## src/rtl/aim65_ram_arbiter.sv

```systemverilog
// aim65_ram_arbiter
// Shares the single-port synchronous main RAM between the 6502 CPU and a host
// loader/debug port. The CPU has priority; the host uses idle RAM cycles or
// steals one CPU read cycle (via RDY) once it has deferred MAX_WAIT cycles.
// Optional CPU write protection at and above PROT_BASE is built in when the
// macro AIM65_ARB_WRPROT_EN is defined.

module aim65_ram_arbiter #(
  parameter int ADDR_WIDTH = 15,
  parameter int DATA_WIDTH = 8,
  parameter int MAX_WAIT   = 15
`ifdef AIM65_ARB_WRPROT_EN
  ,
  parameter logic [ADDR_WIDTH-1:0] PROT_BASE = 15'h7000
`endif
) (
  input  logic                  cpu_clk,
  input  logic                  reset,
  input  logic                  cpu_ram_cs,
  input  logic                  cpu_rw,
  input  logic [ADDR_WIDTH-1:0] cpu_addr,
  input  logic [DATA_WIDTH-1:0] cpu_dout,
  output logic                  cpu_rdy,
  input  logic                  host_req,
  input  logic                  host_we,
  input  logic [ADDR_WIDTH-1:0] host_addr,
  input  logic [DATA_WIDTH-1:0] host_wdata,
  output logic                  host_busy,
  output logic                  host_ack,
  output logic [DATA_WIDTH-1:0] host_rdata,
  output logic                  ram_cs,
  output logic                  ram_rw,
  output logic [ADDR_WIDTH-1:0] ram_addr,
  output logic [DATA_WIDTH-1:0] ram_din,
  input  logic [DATA_WIDTH-1:0] ram_dout,
  output logic                  prot_viol
);

  localparam int CW = (MAX_WAIT > 0) ? $clog2(MAX_WAIT + 1) : 1;
  localparam logic [CW-1:0] WAIT_MAX = CW'(MAX_WAIT);

  typedef enum logic [1:0] {
    IDLE = 2'd0,
    PEND = 2'd1,
    CAPT = 2'd2
  } state_t;

  state_t                  state;
  state_t                  state_nx;
  logic [CW-1:0]           wait_cnt;
  logic                    h_we;
  logic [ADDR_WIDTH-1:0]   h_addr;
  logic [DATA_WIDTH-1:0]   h_wdata;
  logic                    slot;
  logic                    grant;
  logic                    accept;
  logic                    cpu_wr_blocked;

`ifdef AIM65_ARB_WRPROT_EN
  assign cpu_wr_blocked = cpu_ram_cs & ~cpu_rw & (cpu_addr >= PROT_BASE);

  // Flag a suppressed CPU write one cycle after it was attempted
  always_ff @(posedge cpu_clk or posedge reset) begin
    if (reset) begin
      prot_viol <= 1'b0;
    end else begin
      prot_viol <= cpu_wr_blocked;
    end
  end
`else
  assign cpu_wr_blocked = 1'b0;
  assign prot_viol      = 1'b0;
`endif

  // Arbitration state register
  always_ff @(posedge cpu_clk or posedge reset) begin
    if (reset) begin
      state <= IDLE;
    end else begin
      state <= state_nx;
    end
  end

  // Next state; a request seen while the previous ack is still up is that same request, so it is ignored
  always_comb begin
    state_nx = state;
    grant    = 1'b0;
    accept   = 1'b0;
    slot     = ~cpu_ram_cs | ((wait_cnt == WAIT_MAX) & cpu_rw);
    case (state)
      IDLE: begin
        if (host_req & ~host_ack) begin
          accept   = 1'b1;
          state_nx = PEND;
        end
      end
      PEND: begin
        if (slot) begin
          grant    = 1'b1;
          state_nx = CAPT;
        end
      end
      CAPT: begin
        state_nx = IDLE;
      end
      default: begin
        state_nx = IDLE;
      end
    endcase
  end

  // Latch the host transaction, count deferrals and return read data with the ack
  always_ff @(posedge cpu_clk or posedge reset) begin
    if (reset) begin
      wait_cnt   <= '0;
      h_we       <= 1'b0;
      h_addr     <= '0;
      h_wdata    <= '0;
      host_busy  <= 1'b0;
      host_ack   <= 1'b0;
      host_rdata <= '0;
    end else begin
      host_ack <= 1'b0;
      if (accept) begin
        h_we      <= host_we;
        h_addr    <= host_addr;
        h_wdata   <= host_wdata;
        wait_cnt  <= '0;
        host_busy <= 1'b1;
      end
      if ((state == PEND) && !slot && (wait_cnt != WAIT_MAX)) begin
        wait_cnt <= wait_cnt + 1'b1;
      end
      if (state == CAPT) begin
        host_ack  <= 1'b1;
        host_busy <= 1'b0;
        if (!h_we) begin
          host_rdata <= ram_dout;
        end
      end
    end
  end

  // RAM port mux: CPU by default, host only in its grant cycle; a grant during CPU traffic stalls the CPU
  always_comb begin
    ram_cs   = cpu_ram_cs & ~cpu_wr_blocked;
    ram_rw   = cpu_rw;
    ram_addr = cpu_addr;
    ram_din  = cpu_dout;
    cpu_rdy  = 1'b1;
    if (grant) begin
      ram_cs   = 1'b1;
      ram_rw   = ~h_we;
      ram_addr = h_addr;
      ram_din  = h_wdata;
      cpu_rdy  = ~cpu_ram_cs;
    end
    if (reset) begin
      ram_cs = 1'b0;
    end
  end

endmodule

```

## config.mk

```make
export PLATFORM = sky130hd
export DESIGN_NAME = aim65_ram_arbiter
export DESIGN_NICKNAME = d
export VERILOG_FILES = /design/src/rtl/aim65_ram_arbiter.sv
export SDC_FILE = /design/constraint.sdc
export NUM_CORES = 1
export LEC_CHECK = 0
export ABC_AREA = 1
export BUFFER_PORTS_ARGS = -buffer_cell sky130_fd_sc_hd__buf_2
export CAP_MARGIN = 25
export CORE_MARGIN = 2
export CORE_UTILIZATION = 42
export DETAILED_ROUTE_END_ITERATION = 12
export MAX_ROUTING_LAYER = met4
export PLACE_DENSITY = 0.73
export SLEW_MARGIN = 20
export SYNTH_ARGS = -nofsm -noshare
export SYNTH_HDL_FRONTEND = slang
export SYNTH_SLANG_ARGS = --single-unit
```

## constraint.sdc

```tcl
create_clock -name cpu_clk -period 1.35 [get_ports cpu_clk]
set_clock_uncertainty 0.05 [all_clocks]
set_input_delay 0.0675 -clock cpu_clk [delete_from_list [all_inputs] [get_ports cpu_clk]]
set_output_delay 0.0675 -clock cpu_clk [all_outputs]
set_load 0.01 [all_outputs]
```

# Yosys cells after proc, flatten, opt, wreduce, memory -nomap -nowiden
# Index checks and enable logic that the tools add are counted.
dict set report totals {
  register_bits 40
  inputBits 60
  output_inout_bits 37
  word_cells 47
}
dict set report classes {
  n_addsub 1
  eq_ne 6
  mux 18
  bitwise 6
  n_reduce_logical 8
}
# op n
set ops {}
lappend ops {{$mux 15} 1}
lappend ops {{$mux 1} 11}
lappend ops {{$mux 4} 2}
lappend ops {{$mux 8} 1}
lappend ops {{$add 4x1->4 const B} 1}
lappend ops {{$eq 4x4->1 const B} 1}
lappend ops {{$mux 2} 2}
lappend ops {{$ne 2x2->1 const B} 2}
lappend ops {{$ne 4x4->1 const B} 1}
lappend ops {{$pmux 2 s2} 1}
lappend ops {{$reduce_and 2->1} 2}
lappend ops {{$reduce_bool 2->1} 2}
lappend ops {{$not 1->1} 3}
lappend ops {{$and 1x1->1} 2}
lappend ops {{$eq 2x1->1 const B} 1}
lappend ops {{$eq 2x2->1 const B} 1}
lappend ops {{$logic_and 1x1->1} 2}
lappend ops {{$logic_not 2->1} 1}
lappend ops {{$logic_not 1->1} 1}
lappend ops {{$or 1x1->1} 1}

# Depth between registers and ports, before layout
# Gate-level depths: netlist (run 1).
dict set report depth {
  ltp_word 7
  mapped_depth 8
}

# Least setup slack after synthesis (run 1)
# No wires, ideal clock.
dict set report synth_timing {
  path_kind {register to output}
  start {register wait_cnt[0]}
  end {output port ram_addr[0]}
  arrival_time_ns 1.251
  t_required_ns 1.233
  slack_ns -0.019
  path_stages_with_launch 8
  path_buffers 1
  path_cell_list {dfrtp_1 ha_1 nand4_1 nand2_2 nand2_4 buf_4 nand2_1 nand2_1}
}
dict set report synth_between {
  elab_chain_cells 6
}
# element line_no
set synth_rtl {}
lappend synth_rtl {{start: declaration} 50} ;# logic [CW-1:0] wait_cnt;
lappend synth_rtl {{start signal: assignment} 132} ;# wait_cnt <= wait_cnt + 1'b1;
lappend synth_rtl {{$eq 4x4->1} 89} ;# slot = ~cpu_ram_cs | ((wait_cnt == WAIT_MAX) & cpu_rw);
lappend synth_rtl {{$and 1x1->1} 89}
lappend synth_rtl {{$or 1x1->1} 89}
lappend synth_rtl {{$mux 1} 98} ;# if (slot) begin
lappend synth_rtl {{$mux 1} 90} ;# case (state)
lappend synth_rtl {{$mux 15} 151} ;# if (grant) begin
lappend synth_rtl {{end: declaration} 33} ;# output logic [ADDR_WIDTH-1:0] ram_addr,
# No other way between the ends.

# Worst setup path in the final report (run 1)
dict set report layout_timing {
  start {register wait_cnt[1]}
  end {output port ram_addr[13]}
}
# The elaborated chain is that of the path after synthesis.

==> out/results.tsv, run 1 <==
metric	value	unit
wl	5330	um
rsz0062_at_grt	true	
rows	25	
max_stage_delay	370	ps
routedWlPerCell	11.7	um
grt_use_total	0.203	
port_buffers	95	
final_max_slew_viol_count	0	
cts.sinks	40	
drc	0	
grt_max_degree	41	
violations	negative setup slack	
h-tree-depth	2	
hpwl	3360	um
wl_met3	280	um
syn_area	2030	sq um
cts_tree	yes	
vias	2135	
dieArea	5420	sq um
start_kind	flop	
m1WireLength	2130	um
start_util	0.434	
status	finished, violations left	
overflow	0	
cts-root-buf	clkbuf_8	
ys_types	25	
placedCellCount	405	
timing.hold.ws	21.4	ps
die_h	73.6	um
viasPerCell	4.70	
first_pass_iters	4	
ys_seq_area_frac	0.492	
hold_depth	3	
p_leak	1.78	nW
r2r_end	wait_cnt[2]$_DFFE_PP0P_	
timing.rr.start	wait_cnt[1]$_DFFE_PP0P_	
place_congestion	0.916	
antenna_cells	0	
crit_path_cell_trace	ha_2 > nand4_1 > nand2_2 > nand2_8 > buf_12 > nand2_1 > o21ai_2 > buf_2	
cp.required	1230	ps
min_period	1810	ps
slowest_stage	dfrtp_1	
highest_layer	met4	
ant_nets	0	
cp_max_fo	9	
drt-initial-drc-count	107	
setup.worst_path.end_class	output pin	
synth_ff_type	dfrtp_1	
arrival	1690	ps
min_from	host_we	
area_growth	58.5	%
async_flop_share	1.00	
yosys-top-cells-count	nand2_1 (90), dfrtp_1 (40), inv_1 (28)	
synth_most_common_cell	nand2_1	
syn_inst	254	
holdPathEnd	h_we$_DFFE_PP0P_	
min_period_over_period	1.34	
yosysTopAreaCell	dfrtp_1	
hold_viol_final	0	
syn-mean-instance-area	8.01	sq um
dp_slack	-101	ps
synthesis.nets	315	
clkTransAtPathRegs	70	ps
core	4690	sq um
met2_wirelength	2800	um
ys_top_cells_by_area	dfrtp_1 (49%), nand2_1 (17%), inv_1 (5.2%)	
yosys_warnings	0	
r2r_slack	-30	ps
path_buf_inv	2	
synth-edff-count	0	
worst_skew_pair.late_latency	290	ps
synth_top_area_frac	0.492	
clk_path_buf_depth	2	
peakVddDrop	0.903	mV
crit_type	flop to output pin	
power_density	1770	nW/um^2
drive_gt1_frac	0.400	
fmax	552	MHz
maxCapViolations	0	
power	5.70	mW
path_delay_family	simple AND/OR/NAND/NOR gates	
ys_ff_latch	40	
die_w	73.6	um
final_nets	460	
setup_viol	30	
reg2regPathDepth	6	
antenna_found_initial	0	
boundaryPins	97	
hold_class	input pin to flop	
final-instance-count-excl-fill	454	
fin_ws	-461	ps
grt_pass1_vias	1880	
grt_pass1_wl	8260	um
cts_buffers	5	
registers in the layout, indices dropped and copies added (netlist names):
name,flops
state,2
host_ack,1
wait_cnt,4
h_we,1
h_addr,15
h_wdata,8
host_busy,1
host_rdata,8
layout make-up:
cell class / count / area [sq um]
clock buffers: 7 / 96.3
clock inverters: 1 / 30.0
fillers: 376 / 1470
inverters: 32 / 125
multi-input cells: 172 / 892
flip-flops and latches: 40 / 1000
well taps: 54 / 67.6
repair buffers: 148 / 1010
worst reg2reg max path, stage by stage (launching register included):
cell and delay (ps):
dfrtp_1 390, ha_2 190, buf_4 140, nand3_4 90, nand4_1 200, nand3_1 150, nand2_1 60
layer usage:
| layer | vias to the layer above | track usage |
|---|---|---|
| li1 | 1078 | - |
| met1 | 968 | 0.233 |
| met2 | 72 | 0.353 |
| met3 | 17 | 0.0357 |
| met4 | 0 | 0.0727 |
| met5 | - | - |
how the worst max path moves through the flow:
stage / startpoint / end / slack, ps / depth (start not counted)
floorplan: wait_cnt[0]$_DFFE_PP0P_ / ram_din[2] / 2 / 7
global placement: wait_cnt[0]$_DFFE_PP0P_ / ram_addr[7] / -50 / 8
detailed placement: wait_cnt[0]$_DFFE_PP0P_ / ram_addr[13] / -100 / 8
CTS: wait_cnt[0]$_DFFE_PP0P_ / ram_addr[13] / -420 / 8
global route: wait_cnt[1]$_DFFE_PP0P_ / ram_addr[13] / -530 / 7
finish: wait_cnt[1]$_DFFE_PP0P_ / ram_addr[13] / -460 / 8
where the power goes:
group,total [mW],internal (mW),switching [mW]
Clock,1.05,0.652,0.397
Combinational,2.64,1.16,1.47
Sequential,2.01,1.74,0.276
kinds of logic (layout without fill, tap and decap cells):
logic type,Yosys count,count (layout),share of synthesized area
buf+inv,42,188,0.101
other cells,1,1,0.00184
fa+ha+maj,1,1,0.00615
compound gates,36,36,0.109
flops,40,40,0.492
simple gates,134,134,0.290
layout by cell type (no fill, tap or decap), drive strengths merged, types with 8 or more instances in the layout:
cell type,synthesis,layout
nor2,18,18
o21ai,25,25
dfrtp,40,40
a21oi,11,11
nand3,15,15
clkbuf,1,8
buf,9,115
nand2,93,93
dlygate4sd3,0,32
inv,31,31
what timing repair did:
action | CTS | global route
resized for setup | 15 | 8
gates cloned | 0 | 2
pin swaps | 16 | 6
hold endpoints to repair | 71 | 0
endpoints found under the setup margin | 30 | 45
buffers inserted | 3 | 5
hold buffers | 32 | 0
metrics by stage:
stage           util  cell area (sq um)  TNS, ps
3_3_place_gp   0.557               2620     -663
6_report       0.687               3230   -10320
4_1_cts        0.667               3130    -9630
5_1_grt        0.687               3230   -12890
3_5_place_dp   0.557               2620    -1750
2_1_floorplan      -               2040        0
No activity file was read; power rests on OpenSTA's default activity.
==> run 2: changes to the inputs <==
Settings changed: SETUP_SLACK_MARGIN from default to 0.4.
==> out/results.tsv, run 2 (synthesis results as in run 1) <==
metric	value	unit	change
antenna_found_initial	0		unchanged
mostFrequentLayoutCell	buf_2		unchanged
wl	7590	um	was 5330 um
power_density	1860	nW/um^2	was 1770 nW/um^2
cts_tree	yes		unchanged
fillers	228		was 376
violations	negative setup slack		unchanged
power	7.44	mW	was 5.70 mW
timing.hold.ws	163	ps	was 21.4 ps
largest_register	h_addr		unchanged
max_stage_delay	390	ps	was 370 ps
final_cell_mix	buf_2 (86), nand2_1 (51), dfrtp_1 (39)		was buf_2 (95), nand2_1 (83), dfrtp_1 (38)
cts_buffers	5		unchanged
area_growth	96.5	%	was 58.5%
largest_register_ffs	15		unchanged
hold_class	input pin to flop		unchanged
h-tree-depth	2		unchanged
setup_viol	64		was 30
setup.worst_path.end_class	output pin		unchanged
holdPathEnd	wait_cnt[3]$_DFFE_PP0P_		was h_we$_DFFE_PP0P_
clkTransAtPathRegs	80	ps	was 70 ps
grt_use_total	0.273		was 0.203
crit_type	flop to output pin		unchanged
ant_nets	0		unchanged
drive_gt1_frac	0.586		was 0.400
timing.rr.start	state[1]$_DFFE_PP0P_		was wait_cnt[1]$_DFFE_PP0P_
overflow	0		unchanged
die_w	73.6	um	unchanged
r2r_end	wait_cnt[0]$_DFFE_PP0P_		was wait_cnt[2]$_DFFE_PP0P_
reg2regPathDepth	7		was 6
start_kind	flop		unchanged
grt_pass1_wl	11000	um	was 8260 um
dp_slack	-151	ps	was -101 ps
first_pass_iters	4		unchanged
place_congestion	0.763		was 0.916
drc	0		unchanged
clk_path_buf_depth	2		unchanged
min_period	1830	ps	was 1810 ps
min_from	cpu_ram_cs		was host_we
post_dp_cell_area	2780	sq um	was 2620 sq um
routedWlPerCell	15.8	um	was 11.7 um
placedCellCount	413		was 405
final_max_slew_viol_count	0		unchanged
viasPerCell	5.02		was 4.70
fin_ws	-481	ps	was -461 ps
final-instance-count-excl-fill	479		was 454
maxCapViolations	0		unchanged
final_nets	485		was 460
cts-root-buf	clkbuf_8		unchanged
boundaryPins	97		unchanged
arrival	1710	ps	was 1690 ps
fmax	546	MHz	was 552 MHz
hold_depth	5		was 3
cp.required	1230	ps	about the same
hpwl	3530	um	was 3360 um
dieArea	5420	sq um	unchanged
die_h	73.6	um	unchanged
antenna_cells	0		unchanged
final_cell_area	4000	sq um	was 3230 sq um
worst_skew_pair.late_latency	290	ps	about the same
top_regs	h_addr x15, h_wdata x8, host_rdata x8		unchanged
grt_max_degree	24		was 41
rsz0062_at_grt	true		unchanged
rows	25		unchanged
crit_path_cell_trace	ha_2 > nand4_1 > nand2_2 > nand2_8 > buf_4 > nand2_1 > o21ai_2 > buf_2		was ha_2 > nand4_1 > nand2_2 > nand2_8 > buf_12 > nand2_1 > o21ai_2 > buf_2
p_leak	2.06	nW	was 1.78 nW
grt_pass1_vias	2374		was 1880
min_period_over_period	1.36		was 1.34
start_util	0.434		unchanged
slowest_stage	dfrtp_1		unchanged
cp_max_fo	10		was 9
vias	2404		was 2135
cts.sinks	40		unchanged
port_buffers	95		unchanged
drt-initial-drc-count	107		unchanged
peakVddDrop	1.22	mV	was 0.903 mV
r2r_slack	-160	ps	was -30 ps
core	4690	sq um	unchanged
status	finished, violations left		unchanged
hold_viol_final	0		unchanged
run 2: timing repair:
action | in CTS | in global routing
setup endpoints to repair | 67 | 74
pin swaps | 17 | 11
setup buffers | 10 | 7
endpoints found under the hold margin | 48 | 1
gates resized for setup | 75 | 40
gates cloned | 6 | 2
hold buffers | 32 | 1
run 2: worst max-delay path by stage:
stage                                  startpoint      endpoint  slack [ps]  depth (start not counted)
final                     wait_cnt[1]$_DFFE_PP0P_  ram_addr[11]        -480                          8
after global routing      wait_cnt[1]$_DFFE_PP0P_  ram_addr[11]        -560                          8
after detailed placement  wait_cnt[1]$_DFFE_PP0P_    ram_din[5]        -150                          8
after floorplan           wait_cnt[0]$_DFFE_PP0P_   ram_addr[0]          10                          8
after global placement    wait_cnt[1]$_DFFE_PP0P_    ram_din[5]         -90                          8
after CTS                 wait_cnt[1]$_DFFE_PP0P_   ram_addr[2]        -420                          8
run 2: area by class of cell:
class | instances | area, sq um | area share
multi-input combinational | 172 | 1220 | 0.306
timing repair buffer | 173 | 1480 | 0.371
inverter | 32 | 133 | 0.0332
clock buffer | 8 | 90.1 | 0.0225
tap | 54 | 67.6 | 0.0169
sequential | 40 | 1000 | 0.251
run 2: critical path, delay by kind of cell (launching register included):
kind                       cells  cell delay, ps
AOI/OAI and AO/OA              1              70
adders and majority gates      1             200
buffers and inverters          2             320
DFF                            1             390
and+or+nand+nor                4             440
run 2: metal layers:
metal  GRT usage  vias to the layer above  wire (um)
li1            -                     1136          -
met1       0.314                     1166       2870
met2       0.503                       86       4280
met3      0.0439                       16        315
met4      0.0505                        0        119
met5           -                        -          0
run 2: through the flow:
stage,TNS (ps),util
floorplan,0,-
global placement,-1880,0.592
detailed placement,-3270,0.592
CTS,-11280,0.787
global route,-18660,0.852
finish,-14170,0.852
run 2: power by group:
group	leakage, nW	switching, mW	internal [mW]
sequential	0.478	0.380	1.74
combinational	1.54	2.23	2.26
clock	0.0455	0.418	0.417
total	2.06	3.03	4.41
